==> src/rtl/delay_timer_bank.sv <==
// delay_timer_bank: N independent one-shot delay channels.
//   Each channel loads a W-bit length on start, counts ticks down to zero and
//   then emits a single-clk expiry pulse. A tick is one_ms when USE_MS=1, or
//   every clk when USE_MS=0. RETRIG selects whether a start during RUN reloads
//   the counter (1) or is dropped and recorded in the sticky missed flag (0).
// Ports:
//   clk, rst        clock, synchronous active-high reset
//   one_ms          single-clk millisecond tick strobe
//   start[N]        per-channel start request
//   cancel[N]       per-channel abort, beats start
//   len[N*W]        channel i length at len[i*W +: W], sampled on accepted start
//   pulse[N]        registered one-clk expiry pulse
//   busy[N]         channel is in RUN
//   missed[N]       sticky: a start was dropped while running
//   any_pulse       registered OR of the pulse bits

module delay_timer_ch #(
  parameter int W      = 10,
  parameter int RETRIG = 0
) (
  input  logic         clk,
  input  logic         rst,
  input  logic         tick_i,
  input  logic         start_i,
  input  logic         cancel_i,
  input  logic [W-1:0] len_i,
  output logic         pulse_o,
  output logic         pulse_d_o,
  output logic         busy_o,
  output logic         missed_o
);
  typedef enum logic {IDLE = 1'b0, RUN = 1'b1} state_t;

  state_t       state_q, state_d;
  logic [W-1:0] ctr_q, ctr_d;
  logic         pulse_q, pulse_d;
  logic         missed_q, missed_d;

  always_ff @(posedge clk) begin
    if (rst) begin
      state_q  <= IDLE;
      ctr_q    <= '0;
      pulse_q  <= 1'b0;
      missed_q <= 1'b0;
    end else begin
      state_q  <= state_d;
      ctr_q    <= ctr_d;
      pulse_q  <= pulse_d;
      missed_q <= missed_d;
    end
  end

  always_comb begin
    state_d  = state_q;
    ctr_d    = ctr_q;
    pulse_d  = 1'b0;
    missed_d = missed_q;
    case (state_q)
      IDLE: begin
        if (start_i && !cancel_i) begin
          state_d  = RUN;
          ctr_d    = len_i;
          missed_d = 1'b0;
        end
      end
      RUN: begin
        if (cancel_i) begin
          // abort wins even in the expiry cycle: no pulse
          state_d = IDLE;
        end else if (start_i && (RETRIG != 0)) begin
          // reload beats both decrement and expiry
          ctr_d = len_i;
        end else begin
          if (start_i) missed_d = 1'b1;
          if (ctr_q == '0) begin
            state_d = IDLE;
            pulse_d = 1'b1;
          end else if (tick_i) begin
            // only decrements when nonzero, so never wraps
            ctr_d = ctr_q - 1'b1;
          end
        end
      end
      default: state_d = IDLE;
    endcase
  end

  assign pulse_o   = pulse_q;
  assign pulse_d_o = pulse_d;
  assign busy_o    = (state_q == RUN);
  assign missed_o  = missed_q;
endmodule

module delay_timer_bank #(
  parameter int N      = 4,
  parameter int W      = 10,
  parameter int USE_MS = 1,
  parameter int RETRIG = 0
) (
  input  logic           clk,
  input  logic           rst,
  input  logic           one_ms,
  input  logic [N-1:0]   start,
  input  logic [N-1:0]   cancel,
  input  logic [N*W-1:0] len,
  output logic [N-1:0]   pulse,
  output logic [N-1:0]   busy,
  output logic [N-1:0]   missed,
  output logic           any_pulse
);
  logic         tick;
  logic [N-1:0] pulse_nxt;
  logic         any_q;

  assign tick = (USE_MS != 0) ? one_ms : 1'b1;

  for (genvar i = 0; i < N; i++) begin : g_ch
    delay_timer_ch #(
      .W      (W),
      .RETRIG (RETRIG)
    ) u_ch (
      .clk       (clk),
      .rst       (rst),
      .tick_i    (tick),
      .start_i   (start[i]),
      .cancel_i  (cancel[i]),
      .len_i     (len[i*W +: W]),
      .pulse_o   (pulse[i]),
      .pulse_d_o (pulse_nxt[i]),
      .busy_o    (busy[i]),
      .missed_o  (missed[i])
    );
  end

  // registered from the per-channel next-pulse terms so it lines up with pulse
  always_ff @(posedge clk) begin
    if (rst) any_q <= 1'b0;
    else     any_q <= |pulse_nxt;
  end

  assign any_pulse = any_q;
endmodule

==> config.mk <==
export PLATFORM = sky130hd
export DESIGN_NAME = delay_timer_bank
export DESIGN_NICKNAME = d
export VERILOG_FILES = /design/src/rtl/delay_timer_bank.sv
export SDC_FILE = /design/constraint.sdc
export NUM_CORES = 1
export LEC_CHECK = 0
export CORE_ASPECT_RATIO = 0.9
export CORE_MARGIN = 8
export CORE_UTILIZATION = 35
export CTS_CLUSTER_SIZE = 10
export DETAILED_ROUTE_END_ITERATION = 16
export GPL_ROUTABILITY_DRIVEN = 1
export PLACE_DENSITY = 0.67
export SLEW_MARGIN = 40
export SYNTH_ARGS = -nofsm -noshare
export SYNTH_HDL_FRONTEND = slang
export SYNTH_SLANG_ARGS = --single-unit
==> constraint.sdc <==
create_clock -name clk -period 2.6 [get_ports clk]
set_input_delay 0.52 -clock clk [delete_from_list [all_inputs] [get_ports clk]]
set_output_delay 0.52 -clock clk [all_outputs]
set_load 0.02 [all_outputs]
==> results by group, run 1 <==
Yosys
  – Post-synthesis mux area share: 0.02369
  – Seq/Total Area, Yosys: 0.3140
  – Yosys Warn Count: 0
  – Summed instance area of the synthesized netlist: 0.003379 sq mm
  – Fraction of the mapped netlist area in compound gates: 0.2788
  – Syn_nets: 483
  – Yosys reg bits: 53
  – Post-synthesis xor/xnor area fraction: 0
  – Predominant post-synthesis flop cell: sky130_fd_sc_hd__dfxtp_1
  – Async SR Flop Fraction: 0
  – Post-synthesis share of cell area spent on full adders, half adders and majority gates: 0.01481
  – Area fraction in and, or, nand and nor cells after synthesis: 0.2755
  – Post-synthesis instance total: 428
  – Count of distinct cell types in the synthesized netlist: 65
  – Number of enable-type register cells in the synthesized netlist: 0
  – Synthesized area divided by synthesized cell count: 7.896 sq um
  – Dominant combinational cell family by area after synthesis: compound AO/OA/AOI/OAI gates

Critical path
  – Dominant delay contributor by cell family on the critical path: simple AND/OR/NAND/NOR gates
  – Startpoint-to-endpoint class of the critical path: reg -> reg
  – Worst Setup SP: g_ch[0].u_ch.ctr_q[0]$_SDFFE_PP0P_
  – Reg2Reg Launch Point: g_ch[0].u_ch.ctr_q[0]$_SDFFE_PP0P_
  – Startpoint types: register
  – Buffers & Inverters on Critical Path: 1
  – Crit path max-delay cell type: sky130_fd_sc_hd__nor3b_1
  – Largest incremental delay on the critical path: 0.42 ns
  – Critical path required time: 2.77 ns
  – Worst Path Max Fanout: 9
  – List of cells traversed by the critical path: inv_1, ha_1, nor3b_1, nand4_1, nand2_1, o32ai_1
  – Crit. End Element: register
  – Cell count of the worst reg-to-reg path: 6
  – Crit. path cell count: 6
  – Arr. time, crit path: 2.36 ns

Cells and area
  – Post-route design area: 0.004163 sq mm
  – FILL cells: 969
  – Final non-filler cell total: 598
  – Number of diodes: 0
  – Synth-to-layout area growth: 23.18%
  – Layout cell share with drive strength beyond 1: 0.08263
  – Final #Nets: 526

Place
  – Cells after DPL: 590
  – Gp weighted congestion: 0.8318
  – Dpl ws: 0.2680 ns
  – Instance area after placement: 0.004046 sq mm
  – Number of I/O port buffers: 63
  – Detail Placement HPWL: 6.717 mm

Floorplanning
  – Die Outline Area: 0.01306 sq mm
  – Die boundary height: 109.2 microns
  – Number of placement rows: 34
  – Width of the die: 119.6 microns
  – Area inside the core boundary: 0.009529 sq mm
  – Effective utilization at floorplan: 0.3546
  – Io pins: 64

Route
  – Overall via count from detail_route: 3416
  – Drt initial violations: 256
  – Average wire length per cell after detail routing: 15.74 microns
  – Detailed-router iteration count before antenna repair: 4
  – Antenna Nets Post-Route: 0
  – Drt drc: 0
  – Vias per Instance: 5.712
  – Detailed-route wire length: 9.412 mm

STA
  – Worst clock skew on the final layout: 0.005725 ns
  – Actual slew at the worst max-slew pin: 0.6420 ns
  – Max frequency: 457.2 MHz
  – Finish-stage setup viols: 0
  – Number of slew-limit violations in the final report: 0
  – Final count of hold timing violations: 0
  – Total negative slack: 0 ns
  – Min cycle time layout: 2.187 ns
  – Setup WS post-layout: 0.4127 ns
  – Unrepaired setup endpoints after global routing: no
  – Part of the cycle the worst path needs: 0.8413
  – Max_slew headroom: 0.5693

CTS
  – Clk buf depth: 2
  – Number of buffers added for setup after CTS: 0
  – Later-pin clock latency in the skew report: 0.30 ns
  – Hold-fix buffers, CTS: 0
  – Clock sink count: 53
  – CTS H-tree depth: 2
  – TritonCTS Buffers: 5
  – Clock tree from TritonCTS: yes
  – Clock transition at path regs: 0.10 ns
  – Number of gates given a new drive strength after cts: 0
  – Clk root buf: sky130_fd_sc_hd__clkbuf_8

Worst hold path
  – Cells on Worst Hold Path: 2
  – Min-Delay Startpoint: g_ch[1].u_ch.ctr_q[9]$_SDFFE_PP0P_
  – Min-delay worst type: reg -> reg

Pwr
  – Total power of the final layout: 2.152 mW
  – Pwr/cell area: 516.9 mW/mm^2
  – Leakage power: 1.444 nW
  – Worst VDD drop: 0.2112 mV

Job
  – Max_cap viols: 0

Outcome
  – Status: complete, no violations

GRT
  – Antenna violations before repair: 0
  – Wire length of the first global-routing pass: 16.07 mm
  – Number of global-route vias before repair: 3371
  – Sum of overflow across all layers after global routing: 0
  – Global-route total usage across every layer: 0.1450
  – Pin count of the biggest net entering global routing: 56
state kept, by name, indices dropped and copies added (netlist names):
name and cells:
any_pulse 1, g_ch.u_ch.busy_o 4, g_ch.u_ch.missed_o 4, g_ch.u_ch.pulse_o 4, g_ch.u_ch.ctr_q 40
path summary, 6_finish.rpt:
| kind | to | slack, ns |
|---|---|---|
| setup / recovery | g_ch[0].u_ch.ctr_q[9]$_SDFFE_PP0P_ | 0.41 |
| hold / removal | g_ch[1].u_ch.ctr_q[9]$_SDFFE_PP0P_ | 0.48 |
| setup reg to reg | g_ch[0].u_ch.ctr_q[9]$_SDFFE_PP0P_ | 0.41 |
| hold reg to reg | g_ch[1].u_ch.ctr_q[9]$_SDFFE_PP0P_ | 0.48 |
Yosys cell counts (12+ instances only):
cell / number / share of area
sky130_fd_sc_hd__o21ai_0: 14 / 0.021
sky130_fd_sc_hd__inv_1: 26 / 0.029
sky130_fd_sc_hd__nor3_1: 24 / 0.036
sky130_fd_sc_hd__a31oi_1: 13 / 0.024
sky130_fd_sc_hd__o31ai_1: 12 / 0.027
sky130_fd_sc_hd__buf_4: 12 / 0.027
sky130_fd_sc_hd__dfxtp_1: 53 / 0.31
sky130_fd_sc_hd__clkbuf_1: 18 / 0.020
sky130_fd_sc_hd__a21oi_1: 28 / 0.041
sky130_fd_sc_hd__nor2_1: 21 / 0.023
sky130_fd_sc_hd__nand2_1: 32 / 0.036
layer usage:
| layer | up-vias | wire length (microns) | track usage |
|---|---|---|---|
| met4 | 0 | 99 | 0.03562 |
| met3 | 8 | 501 | 0.03520 |
| met5 | - | 0 | 0 |
| met1 | 1612 | 4383 | 0.1805 |
| li1 | 1705 | - | - |
| met2 | 91 | 4428 | 0.2479 |
report_power, final:
part           switching [mW]  internal (mW)
Combinational           0.342          0.288
Clock                   0.276          0.315
Sequential             0.0661          0.864
Total                   0.685           1.47
layout make-up:
class,instances,area [sq um],area share
timing repair buffer,76,723.2,0.1737
sequential,53,1061,0.2549
clock buffer,7,86.33,0.02074
multi-input combinational,308,2003,0.4812
inverter,27,101.3,0.02435
tap,126,157.7,0.03787
clock inverter,1,30.03,0.007214
through the flow:
step | hold slack [ns] | utilization
5_1_grt | 0.4999 | 0.4368
2_1_floorplan | 0.4396 | -
3_3_place_gp | 0.4515 | 0.4246
6_report | 0.4821 | 0.4368
4_1_cts | 0.4781 | 0.4368
3_5_place_dp | 0.4626 | 0.4246
worst min-delay path, delay by kind of cell (launching register included):
| family | cells | cell delay (ns) |
|---|---|---|
| AND/OR/NAND/NOR | 1 | 0.05 |
| AO/OA/AOI/OAI | 1 | 0.06 |
| flip-flops | 1 | 0.33 |
logic make-up after synthesis:
group | Yosys count
DFF | 53
AOI/OAI and AO/OA | 130
muxes | 8
and+or+nand+nor | 166
buffers and inverters | 67
adders and majority gates | 4
layout by cell type, fill, tap and decap left out, drive strengths merged, types with 11 or more instances in the layout:
cell	instances
clkdlybuf4s50	62
dfxtp	53
nand2	33
a21oi	29
inv	26
nor3	24
nor2	21
o21ai	14
buf	14
a31oi	13
o31ai	13
nand3	11
o32ai	11
Power figures use the tool's default switching activity.
==> run 2: changes to the inputs <==
--- a/config.mk
+++ b/config.mk
@@ -11,7 +11,7 @@
 export CTS_CLUSTER_SIZE = 10
 export DETAILED_ROUTE_END_ITERATION = 16
 export GPL_ROUTABILITY_DRIVEN = 1
-export PLACE_DENSITY = 0.67
+export PLACE_DENSITY = 0.7
 export SLEW_MARGIN = 40
 export SYNTH_ARGS = -nofsm -noshare
 export SYNTH_HDL_FRONTEND = slang
==> constraint.sdc (replaced) <==
create_clock -name clk -period 1.8 [get_ports clk]
set_input_delay 0.36 -clock clk [delete_from_list [all_inputs] [get_ports clk]]
set_output_delay 0.36 -clock clk [all_outputs]
set_load 0.02 [all_outputs]
==> run 2 against run 1 <==
  * The flow now finishes with violations (negative setup slack)
  * First-iteration DRC count decreased by 3.5%
  * Setup slack got worse by 0.50 ns
  * Via count up 7.5%
  * Clock skew increased by 0.0043 ns
  * Fmax rose by 16%
  * Register-to-register slack got worse by 0.50 ns
  * Worst hold slack got worse by 0.0023 ns
  * Core utilization increased by 5.8 points
  * Count of clock-buffer cells in the layout decreased by 1
  * Combinational power is 86% higher
  * Clock power is 23% higher
  * Sequential share of layout area shrank 2.9 points
  * Largest cell class unchanged
  * Largest power group unchanged
  * Highest routed layer unchanged
==> results by group, run 2 (synthesis gave the netlist of run 1 again) <==
Outcome
  – Status: complete, but fails checks
  – Violations in the final reports: negative setup slack

Cells and area
  – Flip-flop count of the largest register after layout: 40 (unchanged)
  – Synth-to-layout area growth: 39.43%
  – Final non-filler cell total: 652 (+9.0%)
  – Fin util: 0.4945 (+0.05764)
  – Layout cell share with drive strength beyond 1: 0.2205 (+0.1379)
  – Final #Nets: 580 (+10%)
  – Number of diodes: 0 (unchanged)
  – FILL cells: 953 (-1.7%)
  – Commonest cells after routing, fill and taps aside: sky130_fd_sc_hd__buf_4, sky130_fd_sc_hd__clkdlybuf4s50_1, sky130_fd_sc_hd__dfxtp_1
  – Most common cell after layout, fill and taps aside: sky130_fd_sc_hd__buf_4
  – Reg with most FFs: g_ch.u_ch.ctr_q

CTS
  – TritonCTS Buffers: 5 (unchanged)
  – Clock sink count: 53 (unchanged)
  – Clock transition at path regs: 0.10 ns (about the same)
  – Clock tree from TritonCTS: yes
  – Clk buf depth: 2 (unchanged)
  – Hold-fix buffers, CTS: 0 (unchanged)
  – Clk root buf: sky130_fd_sc_hd__clkbuf_8
  – CTS H-tree depth: 2 (unchanged)
  – Later-pin clock latency in the skew report: 0.30 ns (about the same)

Floorplanning
  – Die boundary height: 109.2 microns (unchanged)
  – Die Outline Area: 0.01306 sq mm (unchanged)
  – Effective utilization at floorplan: 0.3546 (unchanged)
  – Width of the die: 119.6 microns (unchanged)
  – Number of placement rows: 34 (unchanged)
  – Io pins: 64 (unchanged)
  – Area inside the core boundary: 0.009529 sq mm (unchanged)

Route
  – Antenna Nets Post-Route: 0 (unchanged)
  – Vias per Instance: 5.632 (-1.4%)
  – Drt drc: 0 (unchanged)
  – Drt initial violations: 247 (-3.5%)
  – Overall via count from detail_route: 3672 (+7.5%)
  – Detailed-router iteration count before antenna repair: 4 (unchanged)
  – Average wire length per cell after detail routing: 15.68 microns (-0.39%)
  – Detailed-route wire length: 10.22 mm (+8.6%)

Critical path
  – Worst Path Max Fanout: 5 (-4)
  – Crit. End Element: register
  – Critical path required time: 2.00 ns (-0.77 ns)
  – Arr. time, crit path: 2.08 ns (-0.28 ns)
  – Slack of the worst reg-to-reg path: -0.08 ns (-0.50 ns)
  – Cell count of the worst reg-to-reg path: 7 (+1)
  – Capture point of the worst reg-to-reg path: g_ch[3].u_ch.ctr_q[8]$_SDFFE_PP0P_
  – Reg2Reg Launch Point: g_ch[3].u_ch.ctr_q[0]$_SDFFE_PP0P_
  – Startpoint-to-endpoint class of the critical path: reg -> reg
  – Startpoint types: register

Pwr
  – Leakage power: 1.768 nW (+22%)
  – Total power of the final layout: 3.228 mW (+50%)
  – Pwr/cell area: 685.1 mW/mm^2 (+33%)
  – Worst VDD drop: 0.3303 mV (+56%)

STA
  – Actual slew at the worst max-slew pin: 0.4590 ns (-0.1830 ns)
  – Part of the cycle the worst path needs: 1.046 (+0.2046)
  – Minimum hold slack: 0.4798 ns (-0.002282 ns)
  – Min cycle time layout: 1.883 ns (-0.3047 ns)
  – Number of slew-limit violations in the final report: 0 (unchanged)
  – Final count of hold timing violations: 0 (unchanged)
  – Total negative slack: -0.4980 ns (-0.4980 ns)
  – Unrepaired setup endpoints after global routing: yes
  – Worst clock skew on the final layout: 0.009985 ns (+0.004259 ns)
  – Max_slew headroom: 0.6937 (+0.1243)
  – Max frequency: 531.2 MHz (+16%)
  – Setup WS post-layout: -0.08261 ns (-0.4953 ns)
  – Finish-stage setup viols: 10 (+10)

GRT
  – Number of global-route vias before repair: 3584 (+6.3%)
  – Wire length of the first global-routing pass: 16.83 mm (+4.7%)
  – Sum of overflow across all layers after global routing: 0 (unchanged)
  – Pin count of the biggest net entering global routing: 56 (unchanged)
  – Global-route total usage across every layer: 0.1515 (+0.006531)
  – Antenna violations before repair: 0 (unchanged)

Worst hold path
  – Min-delay worst type: reg -> reg
  – Cells on Worst Hold Path: 2 (unchanged)
  – Min-Delay Startpoint: g_ch[3].u_ch.ctr_q[9]$_SDFFE_PP0P_
  – Sink of the worst hold path: g_ch[3].u_ch.ctr_q[9]$_SDFFE_PP0P_

Place
  – Number of I/O port buffers: 63 (unchanged)
  – Gp weighted congestion: 0.8639 (+3.9%)
  – Cells after DPL: 641 (+8.6%)
  – Detail Placement HPWL: 7.395 mm (+10%)

Job
  – Max_cap viols: 0 (unchanged)
[run 2: layer usage]
metal	routed length, microns	track usage
met1	4722	0.2028
met2	4782	0.2431
met3	575	0.03209
met4	142	0.04007
met5	0	0
[run 2: worst max-delay path by stage]
stage / start / endpoint / slack, ns / cells after the start
2_1_floorplan: g_ch[3].u_ch.ctr_q[1]$_SDFFE_PP0P_ / g_ch[3].u_ch.ctr_q[9]$_SDFFE_PP0P_ / 0.02 / 6
6_report: g_ch[3].u_ch.ctr_q[0]$_SDFFE_PP0P_ / g_ch[3].u_ch.ctr_q[8]$_SDFFE_PP0P_ / -0.08 / 7
3_5_place_dp: one_ms / g_ch[2].u_ch.ctr_q[5]$_SDFFE_PP0P_ / -0.33 / 6
4_1_cts: g_ch[3].u_ch.ctr_q[0]$_SDFFE_PP0P_ / g_ch[3].u_ch.ctr_q[2]$_SDFFE_PP0P_ / -0.06 / 8
3_3_place_gp: one_ms / g_ch[3].u_ch.ctr_q[5]$_SDFFE_PP0P_ / -0.23 / 5
5_1_grt: g_ch[3].u_ch.ctr_q[0]$_SDFFE_PP0P_ / g_ch[3].u_ch.ctr_q[8]$_SDFFE_PP0P_ / -0.13 / 7
[run 2: worst max-delay path, stage by stage (launching register included)]
cell                      delay, ns
sky130_fd_sc_hd__dfxtp_2       0.34
sky130_fd_sc_hd__inv_2         0.07
sky130_fd_sc_hd__ha_4          0.14
sky130_fd_sc_hd__or4b_4        0.48
sky130_fd_sc_hd__o31a_1        0.38
sky130_fd_sc_hd__buf_4         0.17
sky130_fd_sc_hd__nor3_2        0.12
sky130_fd_sc_hd__nor3b_1       0.07
[run 2: timing repair]
item,in CTS,in global routing
hold endpoints to repair,0,0
setup endpoints to repair,15,38
setup buffers,2,1
pin swaps,4,5
gates resized for setup,16,17
gates cloned,0,0
[run 2: where the power goes]
group	total (mW)	switching (mW)	internal [mW]
logic	1.17	0.582	0.592
registers	1.33	0.0810	1.25
clock network	0.725	0.411	0.313
total	3.23	1.07	2.15
[run 2: final cells by class]
type	count	area, sq um	share of cell area
Clock buffer	6	82.58	0.01753
Clock inverter	2	13.76	0.002921
Inverter	27	101.3	0.02151
Multi-Input combinational cell	308	2133	0.4527
Sequential cell	53	1064	0.2257
Tap cell	126	157.7	0.03346
Timing Repair Buffer	130	1160	0.2461
[run 2: stage by stage]
stage               setup WS, ns  instance area [sq um]
floorplan                0.02207                   3392
global placement         -0.2260                   4467
detailed placement       -0.3306                   4467
finish                  -0.08261                   4712
global route             -0.1340                   4712
CTS                     -0.06146                   4632
==> run 3: changes to the inputs <==
--- a/config.mk
+++ b/config.mk
@@ -8,11 +8,9 @@
 export CORE_ASPECT_RATIO = 0.9
 export CORE_MARGIN = 8
 export CORE_UTILIZATION = 35
-export CTS_CLUSTER_SIZE = 10
 export DETAILED_ROUTE_END_ITERATION = 16
 export GPL_ROUTABILITY_DRIVEN = 1
 export PLACE_DENSITY = 0.7
-export SLEW_MARGIN = 40
 export SYNTH_ARGS = -nofsm -noshare
 export SYNTH_HDL_FRONTEND = slang
 export SYNTH_SLANG_ARGS = --single-unit
==> results of run 3 <==
Final layout, timing and power as in run 2 (identical DEF).
==> edit (settings of run 2) <==
`USE_MS`: 1 -> 0. Comments in the files are not updated.
--- a/src/rtl/delay_timer_bank.sv
+++ b/src/rtl/delay_timer_bank.sv
@@ -94,7 +94,7 @@
 module delay_timer_bank #(
   parameter int N      = 4,
   parameter int W      = 10,
-  parameter int USE_MS = 1,
+  parameter int USE_MS = 0,
   parameter int RETRIG = 0
 ) (
   input  logic           clk,
Formal check against the unedited RTL: not equivalent (a bounded check fails within 4 cycles, from zero or initial values and one cycle with rst high).
==> edit against run 2 <==
The run still ends with negative setup slack left; cell area down 1.5%; synthesized area down 4.2%; worst hold slack lost 1.0 ps; power up 4.0%; setup slack gained 12 ps; sequential cell count unchanged; routed wire length fell by 7.1%; die area decreased by 3.6%; critical endpoint is now g_ch[0].u_ch.ctr_q[5]$_SDFFE_PP0P_.
==> edit: results (changes against run 2) <==
* #MultiIn Comb at 284 (-7.8%)
* Main area contributors after synthesis: dfxtp_1, a21oi_1, a22o_1, o21ai_0, buf_4
* PwrDens at 724 nW/um^2 (+5.6%)
* Syn Inst Count at 395 (-7.7%)
* NetSw at 0.000972 W (-9.5%)
* Met2 Usage GRT at 24.8% (+0.47 points)
* Final TNS setup at -454 ps (+43.7 ps)
* Setup Viol. Count Final at 11 (+1)
* Final GP Congestion at 0.871 (+0.78%)
* Post-CTS sizing at 17 (+1)
* Global routing met3 resource utilization at 2.94% (-0.27 points)
* Register share of total power at 39.3% (-1.9 points)
* Final Net Count at 549 (-5.3%)
* Setup ws final at -70.9 ps (+11.8 ps)
* Post-synth top cells: dfxtp_1, a21oi_1, clkbuf_1, nor2_1, nand2_1
* Mux contribution to synthesized area at 2.90% (+0.53 points)
* Placed cell count at 602 (-6.1%)
* Post-synthesis sequential area ratio at 32.8% (+1.4 points)
* Met1 WL at 4340 microns (-8.1%)
* Leakage at 1.80 nW (+1.9%)
* CP Max Fanout at 6 (+1)
* First-pass GRT wire length at 15,700 microns (-6.5%)
* Fillers at 848 (-11%)
* Status: complete, but fails checks
* Met2 wire length at 4570 microns (-4.5%)
* Clock power frac at 28.5% (+6.0 points)
* ClkCell Share at 2.89% (+0.84 points)
* Initial DRC count at 142 (-43%)
* Share of layout cells above drive strength 1 at 25.5% (+3.4 points)
* Failing checks: negative setup slack
* Crit path largest cell delay at 500 ps (+20 ps)
* Tot Pwr at 0.00336 W (+4.0%)
## edit: changes by cell type in the layout (fill, tap and decap cells not counted), moves of 5 or more
cell     change
a22o_1      +14
or4_4        +5
nand4_1      -7
a311o_1      -7
o21ai_0      +6
o32ai_1      -8
nand2_1      -9
o31ai_1      -7
nor3_1       -9
inv_1        -8
## edit: path summary, 6_finish.rpt
check | start | end | depth (start not counted)
worst max-delay path | g_ch[0].u_ch.ctr_q[0]$_SDFFE_PP0P_ | g_ch[0].u_ch.ctr_q[5]$_SDFFE_PP0P_ | 6
worst min register to register | g_ch[0].u_ch.ctr_q[8]$_SDFFE_PP0P_ | g_ch[0].u_ch.ctr_q[8]$_SDFFE_PP0P_ | 1
worst max register to register | g_ch[0].u_ch.ctr_q[0]$_SDFFE_PP0P_ | g_ch[0].u_ch.ctr_q[5]$_SDFFE_PP0P_ | 6
worst min-delay path | g_ch[0].u_ch.ctr_q[8]$_SDFFE_PP0P_ | g_ch[0].u_ch.ctr_q[8]$_SDFFE_PP0P_ | 1
